`src/rtl/lfsr_walk.sv`:
```
// lfsr_walk: programmable-tap LFSR walker with start/busy/done handshake; LFSR_PERIOD_EN adds seed shadow, pos and atSeed
module lfsr_walk #(
  parameter int WIDTH = 8,
  parameter int CNT_W = 8,
  parameter logic [WIDTH-1:0] RESET_TAPS = WIDTH'('h9C),
  parameter logic [WIDTH-1:0] RESET_SEED = '1
) (
  input  logic             clk,
  input  logic             rst,
  input  logic             tapEn,
  input  logic [WIDTH-1:0] tapData,
  input  logic             seedEn,
  input  logic [WIDTH-1:0] seedData,
  input  logic             start,
  input  logic             np,
  input  logic [CNT_W-1:0] steps,
  output logic [WIDTH-1:0] out,
  output logic             busy,
  output logic             done,
  output logic             lossy,
  output logic [WIDTH-1:0] pos,
  output logic             atSeed
);
  typedef enum logic {IDLE, RUN} state_t;
  state_t state_q, state_d;
  logic [WIDTH-1:0] taps_q, taps_d, out_q, out_d, nxt, prv;
  logic [CNT_W-1:0] rem_q, rem_d;
  logic np_q, np_d, done_q, done_d, lossy_q, lossy_d, do_step;
  assign nxt = {out_q[WIDTH-2:0], ^(out_q & taps_q)};
  // without the top tap the shifted-out MSB is unrecoverable, so refill with 0
  assign prv = {taps_q[WIDTH-1] & (out_q[0] ^ ^(out_q[WIDTH-1:1] & taps_q[WIDTH-2:0])), out_q[WIDTH-1:1]};
  assign do_step = state_q == RUN && !seedEn && rem_q != '0;
  always_comb begin
    state_d = state_q;
    taps_d  = taps_q;
    out_d   = out_q;
    rem_d   = rem_q;
    np_d    = np_q;
    done_d  = 1'b0;
    lossy_d = lossy_q;
    if (seedEn) begin
      state_d = IDLE;
      out_d   = seedData;
      lossy_d = 1'b0;
      taps_d  = (state_q == IDLE && tapEn) ? tapData : taps_q;
    end else if (state_q == IDLE) begin
      taps_d  = tapEn ? tapData : taps_q;
      state_d = start ? RUN : IDLE;
      np_d    = start ? np : np_q;
      rem_d   = start ? steps : rem_q;
      lossy_d = start ? 1'b0 : lossy_q;
    end else begin
      out_d   = do_step ? (np_q ? nxt : prv) : out_q;
      lossy_d = lossy_q | (do_step & !np_q & !taps_q[WIDTH-1]);
      rem_d   = do_step ? rem_q - CNT_W'(1) : rem_q;
      done_d  = rem_q <= CNT_W'(1);
      state_d = done_d ? IDLE : RUN;
    end
  end
  always_ff @(posedge clk) begin
    if (rst) begin
      state_q <= IDLE;
      taps_q  <= RESET_TAPS;
      out_q   <= RESET_SEED;
      rem_q   <= '0;
      np_q    <= 1'b0;
      done_q  <= 1'b0;
      lossy_q <= 1'b0;
    end else begin
      state_q <= state_d;
      taps_q  <= taps_d;
      out_q   <= out_d;
      rem_q   <= rem_d;
      np_q    <= np_d;
      done_q  <= done_d;
      lossy_q <= lossy_d;
    end
  end
  assign out   = out_q;
  assign busy  = state_q == RUN;
  assign done  = done_q;
  assign lossy = lossy_q;
`ifdef LFSR_PERIOD_EN
  logic [WIDTH-1:0] pos_q, pos_d, shadow_q, shadow_d;
  always_comb begin
    shadow_d = seedEn ? seedData : shadow_q;
    pos_d    = seedEn ? '0 : do_step ? (np_q ? pos_q + WIDTH'(1) : pos_q - WIDTH'(1)) : pos_q;
  end
  always_ff @(posedge clk) begin
    if (rst) begin
      pos_q    <= '0;
      shadow_q <= RESET_SEED;
    end else begin
      pos_q    <= pos_d;
      shadow_q <= shadow_d;
    end
  end
  assign pos    = pos_q;
  assign atSeed = out_q == shadow_q;
`else
  assign pos    = '0;
  assign atSeed = 1'b0;
`endif
endmodule

```
`config.mk`:
```
export PLATFORM = sky130hd
export DESIGN_NAME = lfsr_walk
export DESIGN_NICKNAME = d
export VERILOG_FILES = /design/src/rtl/lfsr_walk.sv
export SDC_FILE = /design/constraint.sdc
export NUM_CORES = 1
export LEC_CHECK = 0
export CAP_MARGIN = 15
export CORE_MARGIN = 8
export CORE_UTILIZATION = 35
export CTS_BUF_LIST = sky130_fd_sc_hd__clkbuf_16
export CTS_CLUSTER_DIAMETER = 30
export DETAILED_ROUTE_END_ITERATION = 16
export PLACE_DENSITY = 0.7
export SYNTH_ARGS = -nofsm -noshare
export SYNTH_HDL_FRONTEND = slang
export SYNTH_SLANG_ARGS = --single-unit
```
`constraint.sdc`:
```
create_clock -name clk -period 2.25 [get_ports clk]
set_clock_uncertainty 0.15 [all_clocks]
set_input_delay 0.45 -clock clk [delete_from_list [all_inputs] [get_ports clk]]
set_output_delay 0.45 -clock clk [all_outputs]
set_load 0.1 [all_outputs]
```
Word level (Yosys, flattened, before mapping)
Cells that the tools add are included.
W data, S select, Z words.
{"block": "totals", "register_bits": 28, "inputBits": 30, "output_inout_bits": 20, "elab_cells": 56}
{"block": "op_classes", "add_sub_neg": 1, "n_lt_le_gt_ge": 1, "n_eq_ne": 3, "n_mux": 16, "bitwise": 9, "n_reduce_logical": 19}
{"op": "$mux W8", "n": 11}
{"op": "$reduce_and A3 Y1", "n": 3}
{"op": "$and A8 B8 Y8", "n": 1}
{"op": "$le A8 B1 Y1 const B", "n": 1}
{"op": "$reduce_bool A2 Y1", "n": 4}
{"op": "$reduce_bool A8 Y1", "n": 1}
{"op": "$reduce_xor A8 Y1", "n": 1}
{"op": "$sub A8 B1 Y8 const B", "n": 1}
{"op": "$and A7 B7 Y7", "n": 1}
{"op": "$reduce_xor A7 Y1", "n": 1}
{"op": "$mux W1", "n": 5}
{"op": "$ne A2 B1 Y1 const B", "n": 2}
{"op": "$and A1 B1 Y1", "n": 3}
{"op": "$logic_and A1 B1 Y1", "n": 3}
{"op": "$logic_not A1 Y1", "n": 3}
{"op": "$reduce_or A3 Y1", "n": 1}
{"op": "$ne A2 B2 Y1 const B", "n": 1}
{"op": "$not A1 Y1", "n": 2}
{"op": "$reduce_and A2 Y1", "n": 1}
{"op": "$reduce_or A2 Y1", "n": 1}
{"op": "$or A1 B1 Y1", "n": 1}
{"op": "$xor A1 B1 Y1", "n": 1}

Logic depth before layout (Yosys ltp)
Gate-level depths: netlist of run 1.
{"block": "depth", "depth_word": 8, "mapped_depth": 7, "depth_no_buf": 7}

Least setup slack after synthesis of run 1
No wires, ideal clock.
{"block": "synth_timing", "path_type": "register to register", "startpoint": "reg state_q (netlist: busy)", "endpoint": "reg rem_q[2]", "setup_ps": 128, "arrival_time_ps": 2098, "required_ps": 1972, "slack_ps": -126, "stages_incl_launch_ff": 8, "n_path_buf": 2, "period_less_slack_ps": 2376, "cell_sequence": "dfxtp_1 > clkbuf_1 > o21bai_1 > a31oi_1 > buf_4 > o21ai_0 > a22oi_1 > nor2_1"}
{"block": "synth_between", "elab_chain_len": 4, "elab_cells_between_ends": 6, "classes_between": "1 x eq/ne; 1 x mux; 4 x reduce/logical"}
{"item": "start, declared", "line_no": "25", "source": "state_t state_q, state_d;"}
{"item": "start signal, assigned", "line_no": "70", "source": "state_q <= state_d;"}
{"item": "$logic_and A1 B1 Y1 (2 in a row)", "line_no": "32", "source": "assign do_step = state_q == RUN && !seedEn && rem_q != '0;"}
{"item": "$ne A2 B1 Y1 (no source line)"}
{"item": "$reduce_and A3 Y1 (no source line)"}
{"item": "end signal, assigned", "line_no": "73", "source": "rem_q <= rem_d;"}
{"item": "end, declared", "line_no": "27", "source": "logic [CNT_W-1:0] rem_q, rem_d;"}
Several ways; a longest one is shown, not always the timed one.
A chain may end at the register's enable or synchronous reset.

Worst setup path in the final report of run 1
{"block": "layout_timing", "startpoint": "reg rem_q[0]", "endpoint": "reg out_q[1] (netlist: out[1])"}
{"block": "layout_between", "elab_chain_len": 4}
{"item": "$reduce_bool A8 Y1", "line_no": "32"}
{"item": "$logic_and A1 B1 Y1", "line_no": "32"}
{"item": "$reduce_bool A2 Y1 (no source line)"}
{"item": "$reduce_and A2 Y1 (no source line)"}
{"item": "end signal, assigned", "line_no": "72", "source": "out_q <= out_d;"}
{"item": "end, declared", "line_no": "26", "source": "logic [WIDTH-1:0] taps_q, taps_d, out_q, out_d, nxt, prv;"}
Every way passes these cells.

==> flow_summary.toml, run 1 <==
[synthesis]
synth_cells = 210
ys.flop_type = "dfxtp_1"
ys_seq_area_share_pct = 32.84
synthArstFlopShare_pct = 0
syn_area_um2 = 1707
synth_edf_count = 0
yosysWarnings = 0
yosysUniqueCellTypes = 38
synth-seq-cells = 28
syn_area_per_cell_um2 = 8.127

[route]
drt-initial-drc-count = 110
dr.pass1.iters = 4
drc = 0
num_vias = 1515
wire_per_inst_um = 12.53
via_per_inst = 4.794
routed_wl_mm = 3.958
postRouteAntennaNets = 0

[sta]
fmax_mhz = 512.7
worst_slew_pin_slew_ns = 0.5591
setup_tns_ns = 0
rsz0062_at_grt = "false"
timing.final.hold_violations = 0
hold_ws_ns = 0.3534
period_share_pct = 86.69
setup_viol = 0
worst_slack_ns = 0.2995
period_needed_ns = 1.951
maxSlewViolCount = 0
relSlewSlack_pct = 62.61

[placed_design]
hpwl_mm = 3.083
portBuffers = 40
gp_congestion = 0.8390
pre_cts_ws_ns = 0.09193

[power]
leakagePower_nw = 0.9004
power.density_nw_per_um2 = 741.0
irDropWorstVdd_uv = 339.0

[grt]
grt_usage_pct = 10.86
grt_pass1_vias = 1455
grt_max_degree = 21
grt_use_met3_pct = 1.815
antenna_found_initial = 0
met1_usage_pct = 14.17
grt_pass1_wl_mm = 6.699
overflow = 0
use_met2_pct = 17.84
top_usage_layer = "met2"

[job]
cap_violations = 0

[worst_setup_path]
r2r-end = "out[1]"
crit_path_end_kind = "register"
cp_cell_sequence = "inv_1 -> ha_1 -> nand4b_4 -> a21oi_4 -> nor2_1 -> a211o_2"
worstSetupStartpointType = "register"
cp.required_ns = 2.25
cp_slowest_cell = "a21oi_4"
path_class = "register to register"
rr_startpoint = "rem_q[0]"
cp_max_fo = 15
reg2reg_slack_ns = 0.30
r2r.worst_path.cells = 6
slowest_delay_ns = 0.40
cp_data_arrival_time_ns = 1.95

[final_layout]
fin_nets = 283
areaGrowthSynthToFinish_pct = 32.48
final_layout_size_suffix_gt1_share_pct = 14.86
antenna_cells = 0
final_core_util_pct = 47.87
layout_commonest_cell = "clkdlybuf4s50_1"
nFillCells = 474
multiInputGateArea_um2 = 1033
final-seq-area_um2 = 565.5
final_cell_mix = "clkdlybuf4s50_1, nor2_1, nand2_1"

[floorplanning]
die_height_um = 85.83
pin_count = 50
num_rows = 25
coreArea_um2 = 4723
die_w_um = 85.83
die_area_um2 = 7367
start_util_pct = 36.13

[hold_path]
min_from = "rem_q[3]"
hold_end = "rem_q[3]"
hold_path_class = "register to register"
min_path_cells = 2

[clock_network]
cts_setup_buffers = 0
cts_hold_buf = 0
clockBufferDepth = 2
cts_resized = 0
htreeDepth = 1
ctsRootBufferMaster = "clkbuf_16"
numCtsBuffers = 3
clk-insertion-delay-late_ns = 0.26
tritoncts = "built"
clkSinkCount = 28
cts.clk_slew.worst_paths_ns = 0.07

[outcome]
status = "complete, no violations"
==> power by group <==
part           internal, mW  switching [mW]
combinational         0.217           0.349
clock                 0.354           0.168
sequential            0.534          0.0527
total                  1.11           0.570
==> stage by stage <==
step                      cells  power (mW)  instance area [µm²]
after CTS                   316       1.693                 2261
after floorplan             218       1.038                 1742
after global routing        316       1.764                 2261
after global placement      312       1.162                 2156
after detailed placement    312       1.166                 2156
final                       316       1.675                 2261
==> worst max-delay path by stage <==
| stage | from | endpoint | depth (start not counted) |
|---|---|---|---|
| 6_report | rem_q[0] | out[1] | 6 |
| 3_3_place_gp | seedEn | out[7] | 6 |
| 4_1_cts | rem_q[0] | out[1] | 6 |
| 2_1_floorplan | out[6] | out[7] | 6 |
| 3_5_place_dp | seedEn | out[7] | 6 |
| 5_1_grt | rem_q[4] | out[2] | 5 |
==> critical path, delay by kind of cell, from the launching register on <==
| kind | cells | cell delay [ns] |
|---|---|---|
| buffers and inverters | 1 | 0.14 |
| DFF | 1 | 0.34 |
| adders and majority gates | 1 | 0.23 |
| and+or+nand+nor | 2 | 0.25 |
| AOI/OAI and AO/OA | 2 | 0.71 |
==> synthesized netlist by cell type (all sizes together), types with 3 or more instances <==
master | count | area share, %
nor2 | 27 | 6.1
nor2b | 8 | 2.9
xor2 | 3 | 1.5
a211o | 10 | 5.4
nand2 | 25 | 5.5
o21ai | 9 | 2.6
ha | 3 | 2.2
clkbuf | 6 | 1.3
buf | 15 | 6.2
dfxtp | 28 | 33
nor3 | 7 | 2.7
a21oi | 19 | 6.2
xnor2 | 11 | 5.6
inv | 4 | 0.88
mux2i | 11 | 6.5
a22oi | 3 | 1.3
==> kinds of logic (layout without fill, tap and decap cells) <==
kind of cell,after synthesis,in the layout,share of synthesized area [%]
multiplexers,12,12,7.112
AND/OR/NAND/NOR,75,75,21.48
buffers and inverters,25,56,8.357
adder cells (fa/ha/maj),3,3,2.200
other,1,9,0.2197
AO/OA/AOI/OAI,52,52,20.60
flip-flops,28,28,32.84
XOR/XNOR,14,14,7.185
==> per-layer routing <==
| metal | vias to the layer above | share of wire [%] |
|---|---|---|
| met4 | 0 | 0.71 |
| met1 | 685 | 50 |
| met5 | - | 0 |
| met3 | 2 | 5.0 |
| met2 | 39 | 45 |
| li1 | 789 | - |
==> final cells by class <==
type	instances	share of cell area (%)
multi-input combinational	165	45.71
timing repair buffer	48	20.25
sequential	28	25.01
inverter	4	0.6641
tap	67	3.708
clock inverter	1	1.328
clock buffer	3	3.320
==> registers in the layout (all words and copies together), names as in the netlist <==
name,count
np_q,1
out,8
busy,1
rem_q,8
lossy,1
taps_q,8
done,1
Power figures use the tool's default switching activity.
==> run 2, diff against run 1 <==
Settings changed: GPL_ROUTABILITY_DRIVEN set to 0, RECOVER_POWER set to 100, SKIP_LAST_GASP set to 1.
==> run 2 against run 1 <==
  * Power fell by 0.99%
  * Die area stayed put
  * Cell count unchanged
  * Register-to-register slack worse by 0.07 ns
  * Global-route usage did not move
  * Wire length decreased by 0.35%
  * Critical path depth fell by 1
  * Combinational power fell by 3%
==> flow_summary.toml, run 2 (synthesized netlist as in run 1, its figures left out) <==
[outcome]
status = "complete, no violations"

[sta]
period_needed_ns = 2.023
fmax_mhz = 494.4
timing.final.hold_violations = 0
setup_tns_ns = 0
maxSlewViolCount = 0
rsz0062_at_grt = "false"
period_share_pct = 89.90
setup_viol = 0
worst_slew_pin_slew_ns = 0.6035
hold_ws_ns = 0.3551
relSlewSlack_pct = 59.77

[clock_network]
cts.clk_slew.worst_paths_ns = 0.07
clk-insertion-delay-late_ns = 0.26
numCtsBuffers = 3
cts_hold_buf = 0
clkSinkCount = 28
clockBufferDepth = 2
htreeDepth = 1
cts_setup_buffers = 0
ctsRootBufferMaster = "clkbuf_16"
cts_resized = 0
tritoncts = "built"

[power]
power.density_nw_per_um2 = 747.8
finalPower_mw = 1.659
leakagePower_nw = 0.8814
irDropWorstVdd_uv = 339.0

[route]
via_per_inst = 4.788
wire_per_inst_um = 12.48
postRouteAntennaNets = 0
routed_wl_mm = 3.944
drc = 0
num_vias = 1513
dr.pass1.iters = 4
drt-initial-drc-count = 101

[final_layout]
areaGrowthSynthToFinish_pct = 29.99
final_core_util_pct = 46.97
nFillCells = 476
final_cell_mix = "nor2_1, clkdlybuf4s50_1, nand2_1"
final_layout_size_suffix_gt1_share_pct = 13.65
fin_nets = 283
stdcell_area_um2 = 2218
antenna_cells = 0

[floorplanning]
die_w_um = 85.83
coreArea_um2 = 4723
pin_count = 50
num_rows = 25
die_area_um2 = 7367
start_util_pct = 36.13
die_height_um = 85.83

[grt]
antenna_found_initial = 0
overflow = 0
grt_max_degree = 21
grt_usage_pct = 10.86
grt_pass1_vias = 1455
grt_pass1_wl_mm = 6.699

[placed_design]
hpwl_mm = 3.083
dpl_cell_area_um2 = 2156
portBuffers = 40

[hold_path]
hold_path_class = "register to register"

[worst_setup_path]
path_delay_family = "compound AO/OA/AOI/OAI gates"
cp.required_ns = 2.25
crit_path_end_kind = "register"
cp_data_arrival_time_ns = 2.02
cp_cell_sequence = "nor3_2 -> nand4b_4 -> a21oi_4 -> nor2_1 -> a211o_2"
crit_buf_inv = 0
path_class = "register to register"
cp_slowest_cell = "a21oi_4"
slowest_delay_ns = 0.40
worstSetupStartpointType = "register"
cp_max_fo = 15

[job]
cap_violations = 0
-- run 2: path summary, 6_finish.rpt --
kind | from | end | slack (ns) | cells after the start
setup reg to reg | rem_q[4] | out[1] | 0.23 | 5
hold / removal | rem_q[3] | rem_q[3] | 0.36 | 2
setup / recovery | rem_q[4] | out[1] | 0.23 | 5
hold reg to reg | rem_q[3] | rem_q[3] | 0.36 | 2
-- run 2: cell type report --
class                      count  area [µm²]  area share (%)
multi-input combinational    165        1027           46.31
sequential                    28       565.5           25.49
timing repair buffer          48       421.7           19.01
tap                           67       83.83           3.779
clock buffer                   3       75.07           3.384
clock inverter                 1       30.03           1.354
inverter                       4       15.01          0.6768
-- run 2: power by group --
part	switching (mW)	internal (mW)
clock network	0.168	0.354
logic	0.349	0.204
registers	0.0515	0.534
total	0.568	1.09
-- run 2: worst reg2reg max path: stages, from the launching register on --
cell      delay, ns
dfxtp_1        0.37
nor3_2         0.39
nand4b_4       0.21
a21oi_4        0.40
nor2_1         0.10
a211o_2        0.31
-- run 2: metal layers --
metal / vias up / track usage (%) / part of all wire (%)
li1: 788 / - / -
met1: 680 / 14.17 / 49
met2: 43 / 17.84 / 45
met3: 2 / 1.815 / 5.3
met4: 0 / 3.025 / 0.71
met5: - / 0 / 0
-- run 2: stage by stage --
step	cells	setup slack [ns]
final	316	0.2272
after floorplan	218	0.001598
after detailed placement	312	0.09193
after global placement	312	0.09326
after CTS	316	0.3016
after global routing	316	0.08664
==> run 3, diff against run 2 <==
Settings changed: CAP_MARGIN 15 to 40.
==> results of run 3 <==
Same layout as run 2: the final DEF is identical, and so are final timing and power.
